$ cat config.mk
export PLATFORM = sky130hd
export DESIGN_NAME = seg_capture_decoder
export DESIGN_NICKNAME = d
export VERILOG_FILES = /design/src/rtl/seg_capture_decoder_pkg.sv /design/src/rtl/seg_capture_decoder_seg_to_hex.sv /design/src/rtl/seg_capture_decoder.sv
export SDC_FILE = /design/constraint.sdc
export NUM_CORES = 1
export LEC_CHECK = 0
export BUFFER_PORTS_ARGS = -buffer_cell sky130_fd_sc_hd__clkbuf_2
export CAP_MARGIN = 20
export CORE_MARGIN = 2
export CORE_UTILIZATION = 54
export CTS_CLUSTER_SIZE = 28
export DETAILED_ROUTE_END_ITERATION = 7
export PLACE_DENSITY = 0.75
export SETUP_SLACK_MARGIN = 0.3
export SKIP_LAST_GASP = 1
export SLEW_MARGIN = 10
export SYNTH_ARGS = -nofsm -noshare
export SYNTH_HDL_FRONTEND = slang
export SYNTH_SLANG_ARGS = --single-unit
$ cat constraint.sdc
create_clock -name clk -period 3.42 [get_ports clk]
set_clock_uncertainty 0.15 [all_clocks]
set_input_delay 0.684 -clock clk [delete_from_list [all_inputs] [get_ports clk]]
set_output_delay 0.684 -clock clk [all_outputs]
set_load 0.02 [all_outputs]
$ cat src/rtl/seg_capture_decoder_pkg.sv
// Shared constants for the seven-segment capture path: digit patterns,
// special codes and the capture FSM encoding.
package seg_capture_decoder_pkg;

  // Active-low patterns written g..a (bit 6 = g, bit 0 = a).
  localparam logic [6:0] SEG_PAT [10] = '{
    7'b1000000, 7'b1111001, 7'b0100100, 7'b0110000, 7'b0011001,
    7'b0010010, 7'b0000010, 7'b1111000, 7'b0000000, 7'b0011000
  };
  localparam logic [6:0] SEG_BLANK  = 7'b1111111;
  localparam logic [3:0] CODE_BLANK = 4'hF;
  localparam logic [3:0] CODE_ERR   = 4'hE;

  typedef enum logic [1:0] {
    ST_IDLE   = 2'd0,
    ST_SETTLE = 2'd1,
    ST_HOLD   = 2'd2
  } cap_state_t;

endpackage

$ cat src/rtl/seg_capture_decoder_seg_to_hex.sv
// Combinational seven-segment pattern to hex code decoder.
module seg_to_hex
  import seg_capture_decoder_pkg::*;
(
  input  logic [6:0] seg,
  output logic [3:0] code
);

  always_comb begin
    code = (seg == SEG_BLANK) ? CODE_BLANK : CODE_ERR;
    for (int i = 0; i < 10; i++)
      if (seg == SEG_PAT[i]) code = 4'(i);
  end

endmodule

$ cat src/rtl/seg_capture_decoder.sv
// Snoops a multiplexed seven-segment bus and captures each digit once its
// anode/pattern pair has been stable for STABLE_CYCLES registered samples.
module seg_capture_decoder
  import seg_capture_decoder_pkg::*;
#(
  parameter int STABLE_CYCLES = 4,
  parameter int NUM_DIGITS    = 4
) (
  input  logic                      clk,
  input  logic                      rst,
  input  logic [6:0]                seg,
  input  logic [NUM_DIGITS-1:0]     an,
  output logic [4*NUM_DIGITS-1:0]   digits,
  output logic [NUM_DIGITS-1:0]     digit_valid,
  output logic                      frame_valid,
  output logic                      bad_pattern
);

  localparam int         IW = (NUM_DIGITS > 1) ? $clog2(NUM_DIGITS) : 1;
  localparam logic [7:0] SC = 8'(STABLE_CYCLES);

  logic [6:0]            seg_r, pat, pat_n;
  logic [NUM_DIGITS-1:0] an_r;
  cap_state_t            state, state_n;
  logic [7:0]            cnt, cnt_n;
  logic [IW-1:0]         idx, idx_n, sidx, acc_idx;
  logic                  sel, same, load, acc, acc_q;
  logic [3:0]            code, acc_code;
  logic [NUM_DIGITS-1:0] dv_base, dv_next;
  int                    nlow;

  seg_to_hex u_dec (.seg(seg_r), .code(code));

  always_ff @(posedge clk or posedge rst) begin
    if (rst) begin
      seg_r <= SEG_BLANK;
      an_r  <= '1;
    end else begin
      seg_r <= seg;
      an_r  <= an;
    end
  end

  // A sample is usable only when exactly one anode is driven.
  always_comb begin
    nlow = 0;
    sidx = '0;
    for (int i = 0; i < NUM_DIGITS; i++)
      if (!an_r[i]) begin
        nlow = nlow + 1;
        sidx = IW'(i);
      end
    sel  = (nlow == 1);
    same = sel && (sidx == idx) && (seg_r == pat);
  end

  always_comb begin
    state_n = state;
    cnt_n   = cnt;
    idx_n   = idx;
    pat_n   = pat;
    acc     = 1'b0;
    load    = 1'b0;
    case (state)
      ST_IDLE: load = sel;
      ST_SETTLE:
        if (!sel) begin
          state_n = ST_IDLE;
          cnt_n   = '0;
        end else if (same) begin
          cnt_n = (cnt == 8'hFF) ? cnt : cnt + 8'd1;
          if (cnt_n >= SC) begin
            acc     = 1'b1;
            state_n = ST_HOLD;
          end
        end else load = 1'b1;
      ST_HOLD:
        if (!same) begin
          if (sel) load = 1'b1;
          else begin
            state_n = ST_IDLE;
            cnt_n   = '0;
          end
        end
      default: state_n = ST_IDLE;
    endcase
    // A fresh window; with a one-sample window it is accepted immediately.
    if (load) begin
      idx_n = sidx;
      pat_n = seg_r;
      cnt_n = 8'd1;
      if (SC <= 8'd1) begin
        acc     = 1'b1;
        state_n = ST_HOLD;
      end else state_n = ST_SETTLE;
    end
  end

  always_ff @(posedge clk or posedge rst) begin
    if (rst) begin
      state    <= ST_IDLE;
      cnt      <= '0;
      idx      <= '0;
      pat      <= SEG_BLANK;
      acc_q    <= 1'b0;
      acc_idx  <= '0;
      acc_code <= CODE_BLANK;
    end else begin
      state    <= state_n;
      cnt      <= cnt_n;
      idx      <= idx_n;
      pat      <= pat_n;
      acc_q    <= acc;
      acc_idx  <= sidx;
      acc_code <= code;
    end
  end

  // The all-ones valid vector is shown for one cycle alongside frame_valid.
  always_comb begin
    dv_base = frame_valid ? '0 : digit_valid;
    dv_next = dv_base | (acc_q ? (NUM_DIGITS'(1) << acc_idx) : '0);
  end

  always_ff @(posedge clk or posedge rst) begin
    if (rst) begin
      digits      <= {NUM_DIGITS{CODE_BLANK}};
      digit_valid <= '0;
      frame_valid <= 1'b0;
      bad_pattern <= 1'b0;
    end else begin
      digit_valid <= dv_next;
      frame_valid <= acc_q && (&dv_next);
      bad_pattern <= acc_q && (acc_code == CODE_ERR);
      if (acc_q) digits[int'(acc_idx)*4 +: 4] <= acc_code;
    end
  end

endmodule

==> results of run 1 <==
[sequential cells by signal (all words and copies together), names as in the netlist]
| register | count |
|---|---|
| cnt | 8 |
| idx | 2 |
| digit_valid | 4 |
| an_r | 4 |
| pat | 7 |
| seg_r | 7 |
| frame_valid | 1 |
| acc_code | 4 |
| state | 2 |
| acc_idx | 2 |
| acc_q | 1 |
| bad_pattern | 1 |
| digits | 16 |
[how the worst max path moves through the flow]
stage               slack, ns  endpoint  startpoint  cells past startpoint
finish                   0.45    idx[0]     an_r[1]                     10
global route             0.37    cnt[1]     an_r[1]                     11
CTS                      0.34    cnt[1]     an_r[1]                     10
detailed placement       0.28    cnt[1]     an_r[1]                     10
global placement         0.34    idx[0]     an_r[1]                      9
floorplan                0.34    idx[0]     an_r[1]                      9
[worst max-delay path: cells and delay by family, from the launching register on]
| family | cells | cell delay, ns |
|---|---|---|
| and+or+nand+nor | 2 | 0.57 |
| DFF | 1 | 0.55 |
| adders and majority gates | 2 | 0.55 |
| AOI/OAI and AO/OA | 2 | 0.38 |
| muxes | 1 | 0.30 |
| buffers and inverters | 2 | 0.23 |
| xor gates and xnor gates | 1 | 0.13 |
[kinds of logic (layout without fill, tap and decap cells)]
group,count (synthesis),in the layout,share of synthesized area [%]
buf+inv,32,73,4.37
xor+xnor,15,15,4.24
mux,9,9,4.37
compound gates,73,74,15.1
simple gates,122,122,19.1
flops,59,59,49.2
fa+ha+maj,9,9,3.64
[power by group through the flow]
stage	Sequential, W	Combinational (W)	Clock [W]
after floorplan	0.000829	0.000239	0
after global placement	0.000855	0.000258	0
after detailed placement	0.000855	0.000269	0
after CTS	0.000847	0.000280	0.000639
after global routing	0.000858	0.000319	0.000663
final	0.000849	0.000288	0.000626
[cell usage after synthesis, types with 2 or more instances]
library cell and n:
nand2_1 51, nand4_1 12, xor2_1 3, nor4_1 2, o21ai_0 29, nor3_1 2, o31ai_1 2, clkbuf_1 6
and3_1 6, inv_1 19, a31oi_1 3, a21oi_1 18, a22oi_1 2, nor2b_1 6, nand3_1 12, dfstp_2 38
o211ai_1 2, nor2_1 16, ha_1 9, xnor2_1 12, or3_1 3, buf_2 6, and2_1 3, dfrtp_1 21
nor3b_1 3, mux2_4 9
[area by class of cell]
class / instances / share of cell area [%]
repair buffers: 38 / 6.06
clock buffers: 10 / 3.57
flip-flops and latches: 59 / 42.7
multi-input cells: 229 / 41.4
inverters: 19 / 2.00
well taps: 72 / 2.52
clock inverters: 6 / 1.82
[per-stage QoR]
stage / instance area, um2 / total power (W) / hold WS (ns) / utilization, %
5_1_grt: 3570 / 0.00184 / 0.208 / 64.9
6_report: 3570 / 0.00176 / 0.176 / 64.9
3_3_place_gp: 3310 / 0.00111 / 0.312 / 60.2
4_1_cts: 3540 / 0.00177 / 0.177 / 64.2
3_5_place_dp: 3310 / 0.00112 / 0.320 / 60.2
2_1_floorplan: 3100 / 0.00107 / 0.304 / -
[repair_timing]
action	4_1_cts	5_1_grt
pin swaps	0	1
setup buffers	1	0
cloned	0	1
setup endpoints to repair	13	16
resized for setup	1	4
[per-layer routing]
| layer | wire [um] | vias up | GRT usage (%) | share of wire [%] |
|---|---|---|---|---|
| met3 | 278 | 8 | 4.41 | 4.7 |
| met5 | 0 | - | 0 | 0 |
| met4 | 114 | 0 | 10.9 | 1.9 |
| li1 | - | 1192 | - | - |
| met1 | 2750 | 1111 | 27.5 | 46 |
| met2 | 2840 | 75 | 33.0 | 47 |
==> summary.md, run 1 <==
| Metric | Value |
|---|---|
| CP Launch Type | `flip-flop` |
| Crit-path cells | `inv_1 > ha_4 > xnor2_2 > ha_1 > or4b_1 > a2bb2oi_1 > nand2_2 > a21boi_4 > buf_12 > mux2_4` |
| Vias per cell | `5.51` |
| Fin. Hold Viols | `0` |
| HP Class | `in -> async` |
| Largest fanout on the critical path | `9` |
| Area of the multi-input gates | `1480 um2` |
| Commonest cells after routing, fill and taps aside | `51 x nand2_1, 38 x dfstp_2, 34 x clkbuf_2` |
| Flop-to-flop setup slack | `0.45 ns` |
| Relative slew slack | `50.1%` |
| Port bufs | `34` |
| Crit path DAT | `3.04 ns` |
| Number of CTS-inserted buffers | `9` |
| Final Cycle Share | `86.8%` |
| Capture point of the worst reg-to-reg path | `idx[0]` |
| Row count | `27` |
| CTS tree | `done` |
| CP max stage delay | `0.55 ns` |
| Register area share after synthesis | `49.2%` |
| Mapped Nets | `341` |
| GRT overflow | `0` |
| Htree depth | `3` |
| Internal power | `0.00128 W` |
| Initial drt markers | `228` |
| Sw Ratio | `27.4%` |
| Cell taking the most area after synthesis | `dfstp_2` |
| NetSw | `0.000483 W` |
| Via count | `2,386` |
| Worst VDD drop | `0.349 mV` |
| Routed Antenna Nets | `0` |
| Area Growth Syn to Fin | `15.4%` |
| Clock Power Share | `35.5%` |
| Reg2Reg Depth | `10` |
| Fillers | `426` |
| Final cell count without fillers | `433` |
| Final setup viols | `0` |
| Clk_lat worst skew | `0.35 ns` |
| Post-synthesis cell area | `3100 um2` |
| Top cell type's share of synthesized area | `32.3%` |
| Routability congestion estimate | `0.903` |
| Post-route DRC | `0` |
| YS warnings | `0` |
| Total track usage | `21.0%` |
| Yosys reg bits | `59` |
| Initial core utilization | `56.2%` |
| Synth area leaders | `dfstp_2 32%, dfrtp_1 17%, nand2_1 6.2%` |
| DP Cell Count | `415` |
| Required @ worst endpoint | `3.49 ns` |
| Reg power frac | `48.2%` |
| WL final | `5980 um` |
| Clock transition at the registers of the reported paths | `0.07 ns` |
| Post-DR wirelength/cell | `13.8 um` |
| PwrDens | `493 nW/um2` |
| Fraction of layout instances using a drive strength above 1 | `31.0%` |
| Final nets | `378` |
| Register area | `1520 um2` |
| Syn Area/Cell | `9.70 um2` |
| Die Span X | `79.7 um` |
| Vias in the first global route | `2,255` |
| Max_cap viols | `0` |
| Post-synth EDFFs | `0` |
| FMAX | `337 MHz` |
| TNS Setup | `0 ns` |
| Final setup margin | `0.453 ns` |
| RSZ-0062 raised after global routing | `no` |
| Pleak | `1.49 nW` |
| Slowest-stage cell, CP | `dfstp_2` |
| Path type of the worst setup path | `reg -> reg` |
| TritonCTS Sinks | `59` |
| DR pass1 iterations | `4` |
| Netlist cell types | `50` |
| Die H | `79.7 um` |
| Commonest non-fill, non-tap cell in the layout | `nand2_1` |
| Pre-CTS WS | `0.277 ns` |
| Hpwl dp | `4170 um` |
| Fraction of registers with async set/reset | `100%` |
| Max Slew Vio Count | `0` |
| Post-synth top flop | `dfstp_2` |
| Antenna violations before repair | `0` |
| Antenna Cells | `0` |
| First-pass GRT wire length | `10,200 um` |
| Post-Syn Instances | `319` |
| CTS Buffer Depth | `2` |
| Combinational power share | `16.3%` |
| Setup crit end kind | `flip-flop` |
| Status | `finished, final reports clean` |
| Pin count of the biggest net entering global routing | `24` |
| Number of top-level pins | `35` |
| Root Buffer | `clkbuf_8` |
| Post-CTS Hold Buffers | `0` |
| Min Tclk post-route | `2.97 ns` |
| Reg2Reg Launch Point | `an_r[1]` |
| Core area | `5510 um2` |
| Worst-Margin Slew | `0.747 ns` |
| Die area | `6350 um2` |
Note: power is estimated with default switching activity, not from simulation.
==> run 2, diff against run 1 <==
==> constraint.sdc (replaced) <==
create_clock -name clk -period 2.85 [get_ports clk]
set_clock_uncertainty 0.15 [all_clocks]
set_input_delay 0.57 -clock clk [delete_from_list [all_inputs] [get_ports clk]]
set_output_delay 0.57 -clock clk [all_outputs]
set_load 0.02 [all_outputs]
==> summary.md, run 2 (synthesized netlist as in run 1, its figures left out) <==
| Metric | Value |
|---|---|
| Status | `finished, violations left` |
| Failing checks | `setup timing` |
| Die Span X | `79.7 um (unchanged)` |
| Commonest cells after routing, fill and taps aside | `51 x nand2_1, 38 x dfstp_2, 34 x clkbuf_2` |
| Initial drt markers | `215 (-5.7%)` |
| Core area | `5510 um2 (unchanged)` |
| Crit path DAT | `2.97 ns (-0.07 ns)` |
| Number of top-level pins | `35 (unchanged)` |
| Max_cap viols | `0 (unchanged)` |
| Post-route DRC | `0 (unchanged)` |
| Post-DR wirelength/cell | `14.1 um (+2.2%)` |
| Vias per cell | `5.61 (+1.7%)` |
| First-pass GRT wire length | `10,500 um (+3.0%)` |
| Routed Antenna Nets | `0 (unchanged)` |
| CP max stage delay | `0.54 ns (about the same)` |
| Reg power frac | `44.4% (-3.8 points)` |
| Antenna violations before repair | `0 (unchanged)` |
| Fin. Hold Viols | `0 (unchanged)` |
| Routability congestion estimate | `0.939 (+4.0%)` |
| Most flop-heavy register | `digits` |
| Clk_lat worst skew | `0.33 ns (-0.02 ns)` |
| Clock transition at the registers of the reported paths | `0.07 ns (about the same)` |
| GRT overflow | `0 (unchanged)` |
| Fraction of layout instances using a drive strength above 1 | `35.4% (+4.4 points)` |
| Total track usage | `21.4% (+0.37 points)` |
| CTS tree | `done` |
| Crit-path cells | `inv_2 > ha_4 > xnor2_2 > ha_1 > or4b_4 > a2bb2oi_2 > nand2_2 > a21boi_4 > buf_12 > mux2_4` |
| Row count | `27 (unchanged)` |
| WL final | `6280 um (+5.0%)` |
| TritonCTS Sinks | `59 (unchanged)` |
| Pre-CTS WS | `-0.0334 ns (-0.311 ns)` |
| Post-CTS Hold Buffers | `0 (unchanged)` |
| Vias in the first global route | `2,356 (+4.5%)` |
| Die area | `6350 um2 (unchanged)` |
| DR pass1 iterations | `5 (+1)` |
| Worst VDD drop | `0.613 mV (+76%)` |
| Required @ worst endpoint | `2.91 ns (-0.58 ns)` |
| Pin count of the biggest net entering global routing | `34 (+42%)` |
| Antenna Cells | `0 (unchanged)` |
| Port bufs | `34 (unchanged)` |
| Final Cycle Share | `102% (+15 points)` |
| Worst-Margin Slew | `0.672 ns (-0.0748 ns)` |
| Max Slew Vio Count | `0 (unchanged)` |
| DP Cell Count | `423 (+1.9%)` |
| Path type of the worst setup path | `reg -> reg` |
| DP Area | `3410 um2 (+2.8%)` |
| Hpwl dp | `4310 um (+3.3%)` |
| Sw Ratio | `24.9% (-2.6 points)` |
| Max FFs per register | `16 (unchanged)` |
| Relative slew slack | `55.2% (+5.0 points)` |
| PwrDens | `615 nW/um2 (+25%)` |
| Die H | `79.7 um (unchanged)` |
| Initial core utilization | `56.2% (unchanged)` |
| Clock Power Share | `38.6% (+3.1 points)` |
| Internal power | `0.00173 W (+35%)` |
| NetSw | `0.000572 W (+18%)` |
| Pleak | `1.58 nW (+6.2%)` |
| Number of CTS-inserted buffers | `9 (unchanged)` |
| FMAX | `344 MHz (+2.0%)` |
| RSZ-0062 raised after global routing | `yes` |
| Largest fanout on the critical path | `9 (unchanged)` |
| Htree depth | `3 (unchanged)` |
| Area Growth Syn to Fin | `20.9%` |
| Slowest-stage cell, CP | `dfstp_2` |
| CTS Buffer Depth | `2 (unchanged)` |
| Root Buffer | `clkbuf_8` |
| Design Area, Final | `3740 um2 (+4.8%)` |
| Setup crit end kind | `flip-flop` |
| Commonest non-fill, non-tap cell in the layout | `nand2_1` |
| CP Launch Type | `flip-flop` |
| Top Registers | `digits: 16 flops, cnt: 8 flops` |
| Via count | `2,495 (+4.6%)` |
| Hold WS | `0.158 ns (-0.0177 ns)` |
| Final nets | `390 (+3.2%)` |
| HP Class | `in -> async` |
| Min Tclk post-route | `2.91 ns (-0.0589 ns)` |
| Total power | `0.00230 W (+31%)` |
| Final setup viols | `11 (+11)` |
| Final setup margin | `-0.0584 ns (-0.511 ns)` |
| Combinational power share | `16.9% (+0.6 points)` |
| Final cell count without fillers | `445 (+2.8%)` |
==> run 2: cell types whose count changed in the layout (fill, tap and decap cells not counted), sizes merged <==
cell      previous run  this run
a31oi                5         4
buf                  4        17
clkbuf              44        46
clkinv               3         2
inv                 20        19
clkinvlp             1         0
bufinv               1         2
==> run 2: metrics by stage <==
| step | util (%) | setup TNS [ns] |
|---|---|---|
| floorplan | - | -0.978 |
| global placement | 61.8 | 0 |
| detailed placement | 61.8 | -0.0832 |
| CTS | 66.7 | -0.465 |
| global route | 68.0 | -1.33 |
| finish | 68.0 | -0.300 |
==> run 2: worst paths after layout <==
check                      depth (start not counted)           to  slack [ns]       from
max                                               10       idx[0]       -0.06    an_r[0]
min                                                2  bad_pattern        0.16        rst
max reg2reg                                       10       idx[0]       -0.06    an_r[0]
min reg2reg                                        2    digits[7]        0.33  digits[7]
max in group asynchronous                          3      an_r[2]        1.66        rst
min in group clk                                   1     seg_r[0]        0.16     seg[0]
==> run 2: power by group through the flow <==
stage               combinational [W]  sequential, W  clock [W]
floorplan                    0.000291       0.000995          0
global placement             0.000334        0.00103          0
detailed placement           0.000348        0.00103          0
CTS                          0.000366        0.00102   0.000906
global route                 0.000421        0.00103   0.000940
finish                       0.000389        0.00102   0.000889
==> run 2: cell type report <==
type	count	area, um2
repair buffers	51	318
multi-input cells	228	1500
clock inverters	4	70.1
inverters	19	71.3
clock buffers	12	166
flip-flops and latches	59	1520
well taps	72	90.1
fillers	417	1760
==> run 2: per-layer routing <==
layer	wire, um	vias to the layer above	track usage (%)
met5	0	-	0
met2	3070	79	34.6
met4	99	0	8.97
li1	-	1216	-
met1	2830	1190	28.2
met3	282	10	4.07
==> run 2: critical path: cells and delay by family, from the launching register on <==
| family | cells | cell delay [ns] |
|---|---|---|
| AOI/OAI and AO/OA | 2 | 0.35 |
| adders and majority gates | 2 | 0.54 |
| xor gates and xnor gates | 1 | 0.13 |
| and+or+nand+nor | 2 | 0.58 |
| buffers and inverters | 2 | 0.19 |
| muxes | 1 | 0.30 |
| DFF | 1 | 0.54 |
==> run 2: repair_timing <==
item / CTS / global route
endpoints found under the hold margin: 0 / 0
setup buffers: 2 / 3
endpoints found under the setup margin: 20 / 20
gates resized for setup: 3 / 9
pin swaps: 0 / 3
gates cloned: 1 / 0
==> run 3, diff against run 2 <==
--- a/config.mk
+++ b/config.mk
@@ -7,11 +7,14 @@
 export LEC_CHECK = 0
 export BUFFER_PORTS_ARGS = -buffer_cell sky130_fd_sc_hd__clkbuf_2
 export CAP_MARGIN = 20
+export CELL_PAD_IN_SITES_DETAIL_PLACEMENT = 1
+export CELL_PAD_IN_SITES_GLOBAL_PLACEMENT = 2
 export CORE_MARGIN = 2
-export CORE_UTILIZATION = 54
-export CTS_CLUSTER_SIZE = 28
+export CORE_UTILIZATION = 37
+export CTS_CLUSTER_SIZE = 16
 export DETAILED_ROUTE_END_ITERATION = 7
-export PLACE_DENSITY = 0.75
+export MAX_ROUTING_LAYER = met4
+export PLACE_DENSITY_LB_ADDON = 0.1
 export SETUP_SLACK_MARGIN = 0.3
 export SKIP_LAST_GASP = 1
 export SLEW_MARGIN = 10
==> summary.md, run 3 (synthesized netlist as in run 1, its figures left out) <==
| Metric | Value |
|---|---|
| Die area | `9110 um2 (+43%)` |
| Final setup margin | `-0.0981 ns (-0.0397 ns)` |
| Core area | `8180 um2 (+48%)` |
| Pleak | `1.60 nW (+1.4%)` |
| WL final | `7340 um (+17%)` |
| Final Cycle Share | `103% (+1.4 points)` |
| Slowest-stage cell, CP | `dfstp_2` |
| Top Registers | `digits: 16 flops, cnt: 8 flops` |
| DR pass1 iterations | `4 (-1)` |
| GRT busiest layer | `met2` |
| Initial core utilization | `37.9% (-18 points)` |
| Cell family with most CP delay | `simple AND/OR/NAND/NOR gates` |
| Pin count of the biggest net entering global routing | `32 (-5.9%)` |
| Status | `finished, violations left` |
| Port bufs | `34 (unchanged)` |
| Relative slew slack | `58.3% (+3.2 points)` |
| Die H | `95.5 um (+20%)` |
| CTS Buffer Depth | `2 (unchanged)` |
| Fraction of layout instances using a drive strength above 1 | `36.3% (+0.88 points)` |
| Area Growth Syn to Fin | `23.8%` |
| Fin. Hold Viols | `0 (unchanged)` |
| Worst-Margin Slew | `0.624 ns (-0.0478 ns)` |
| CP max stage delay | `0.54 ns (about the same)` |
| Clk_lat worst skew | `0.33 ns (about the same)` |
| Vias per cell | `5.17 (-7.8%)` |
| Antenna violations before repair | `0 (unchanged)` |
| Post-route DRC | `0 (unchanged)` |
| RSZ-0062 raised after global routing | `yes` |
| Commonest non-fill, non-tap cell in the layout | `nand2_1` |
| Setup crit end kind | `flip-flop` |
| Routed Antenna Nets | `0 (unchanged)` |
| Crit-path cells | `inv_2 > ha_4 > xnor2_2 > ha_1 > or4b_4 > a2bb2oi_2 > nand2_2 > a21boi_4 > buf_12 > mux2_4` |
| Htree depth | `3 (unchanged)` |
| Clock transition at the registers of the reported paths | `0.07 ns (about the same)` |
| Vias in the first global route | `2,434 (+3.3%)` |
| Buf/Inv on CP | `2 (unchanged)` |
| Commonest cells after routing, fill and taps aside | `51 x nand2_1, 38 x dfstp_2, 34 x clkbuf_2` |
| Largest fanout on the critical path | `9 (unchanged)` |
| Worst VDD drop | `0.298 mV (-51%)` |
| Max FFs per register | `16 (unchanged)` |
| M1 GR Usage | `23.3% (-4.9 points)` |
| Path type of the worst setup path | `reg -> reg` |
| CP Launch Type | `flip-flop` |
| Final nets | `392 (+0.51%)` |
| Hpwl dp | `5360 um (+24%)` |
| Grt met3 use | `4.27% (+0.20 points)` |
| FMAX | `339 MHz (-1.3%)` |
| Crit path DAT | `3.02 ns (+0.05 ns)` |
| Post-CTS Hold Buffers | `0 (unchanged)` |
| Initial drt markers | `51 (-76%)` |
| Total track usage | `17.9% (-3.5 points)` |
| Max_cap viols | `0 (unchanged)` |
| Antenna Cells | `0 (unchanged)` |
| GRT overflow | `0 (unchanged)` |
| Most flop-heavy register | `digits` |
| Number of CTS-inserted buffers | `9 (unchanged)` |
| Routability congestion estimate | `0.808 (-14%)` |
| Die Span X | `95.5 um (+20%)` |
| Number of top-level pins | `35 (unchanged)` |
| Min Tclk post-route | `2.95 ns (+0.0397 ns)` |
| TritonCTS Sinks | `59 (unchanged)` |
| Post-DR wirelength/cell | `15.3 um (+8.4%)` |
| Pre-CTS WS | `-0.0799 ns (-0.0465 ns)` |
| PwrDens | `601 nW/um2 (-2.3%)` |
| First-pass GRT wire length | `12,100 um (+15%)` |
| Failing checks | `setup timing` |
| Final setup viols | `15 (+4)` |
| HP Class | `in -> reg` |
| Total power | `0.00230 W (about the same)` |
| Required @ worst endpoint | `2.92 ns (about the same)` |
| CTS tree | `done` |
| Max Slew Vio Count | `0 (unchanged)` |
| Via count | `2,482 (-0.52%)` |
| Row count | `33 (+22%)` |
| Root Buffer | `clkbuf_8` |
| Grt met2 use | `27.9% (-6.7 points)` |
==> run 3: cell count changes in the layout (fill, tap and decap cells not counted), moves of 2 or more <==
cell | previous run | this run
a21oi_1 | 16 | 14
a21oi_2 | 2 | 4
buf_12 | 1 | 3
buf_4 | 14 | 12
buf_6 | 2 | 4
o21ai_0 | 29 | 27
o21ai_1 | 1 | 3
==> run 3: area by class of cell <==
cell class                 instances  area [um2]
fill                             964        4340
sequential                        59        1520
multi-input combinational        228        1510
timing repair buffer              53         365
clock buffer                      12         155
tap                              105         131
clock inverter                     4        72.6
inverter                          19        71.3
==> run 3: where the power goes <==
group          switching (W)  internal [W]  leakage (nW)
clock               0.000343      0.000539         0.113
sequential         0.0000724      0.000942         0.673
combinational       0.000179      0.000226         0.816
==> run 3: per-layer routing <==
layer | up-vias | part of all wire [%] | routed length (um)
met2 | 35 | 48 | 3560
li1 | 1212 | - | -
met1 | 1227 | 47 | 3460
met5 | - | 0 | 0
met4 | 0 | 1.1 | 81
met3 | 8 | 3.3 | 240
==> run 3: timing repair <==
action                                  in CTS  in global routing
gates resized for setup                     10                  6
endpoints found under the setup margin      20                 20
buffers inserted                             5                  1
gates cloned                                 0                  0
pin swaps                                    4                  1
==> run 3: worst register-to-register path, cell delays in order (launching register included) <==
cell,delay [ns]
dfstp_2,0.54
inv_2,0.04
ha_4,0.24
xnor2_2,0.13
ha_1,0.31
or4b_4,0.49
a2bb2oi_2,0.17
nand2_2,0.11
a21boi_4,0.21
buf_12,0.16
mux2_4,0.30
==> run 3: worst paths after layout <==
kind                            depth (start not counted)  slack [ns]    endpoint       from
worst max-delay path                                   10        -0.1      idx[1]    an_r[0]
worst min-delay path                                    1        0.16    seg_r[0]     seg[0]
worst max register to register                         10        -0.1      idx[1]    an_r[0]
worst min register to register                          2        0.33   digits[2]  digits[2]
max in group asynchronous                               3        1.75  digits[13]        rst
min in group asynchronous                               2        0.50      pat[0]        rst
==> run 3: through the flow <==
step / TNS [ns] / std cells / hold WS [ns] / area (um2) / utilization, %
2_1_floorplan: -0.978 / 319 / 0.304 / 3110 / -
3_3_place_gp: -0.0912 / 458 / 0.317 / 3490 / 42.7
3_5_place_dp: -0.510 / 458 / 0.321 / 3490 / 42.7
4_1_cts: -0.605 / 479 / 0.139 / 3800 / 46.4
5_1_grt: -2.47 / 480 / 0.135 / 3830 / 46.9
6_report: -0.892 / 480 / 0.162 / 3830 / 46.9
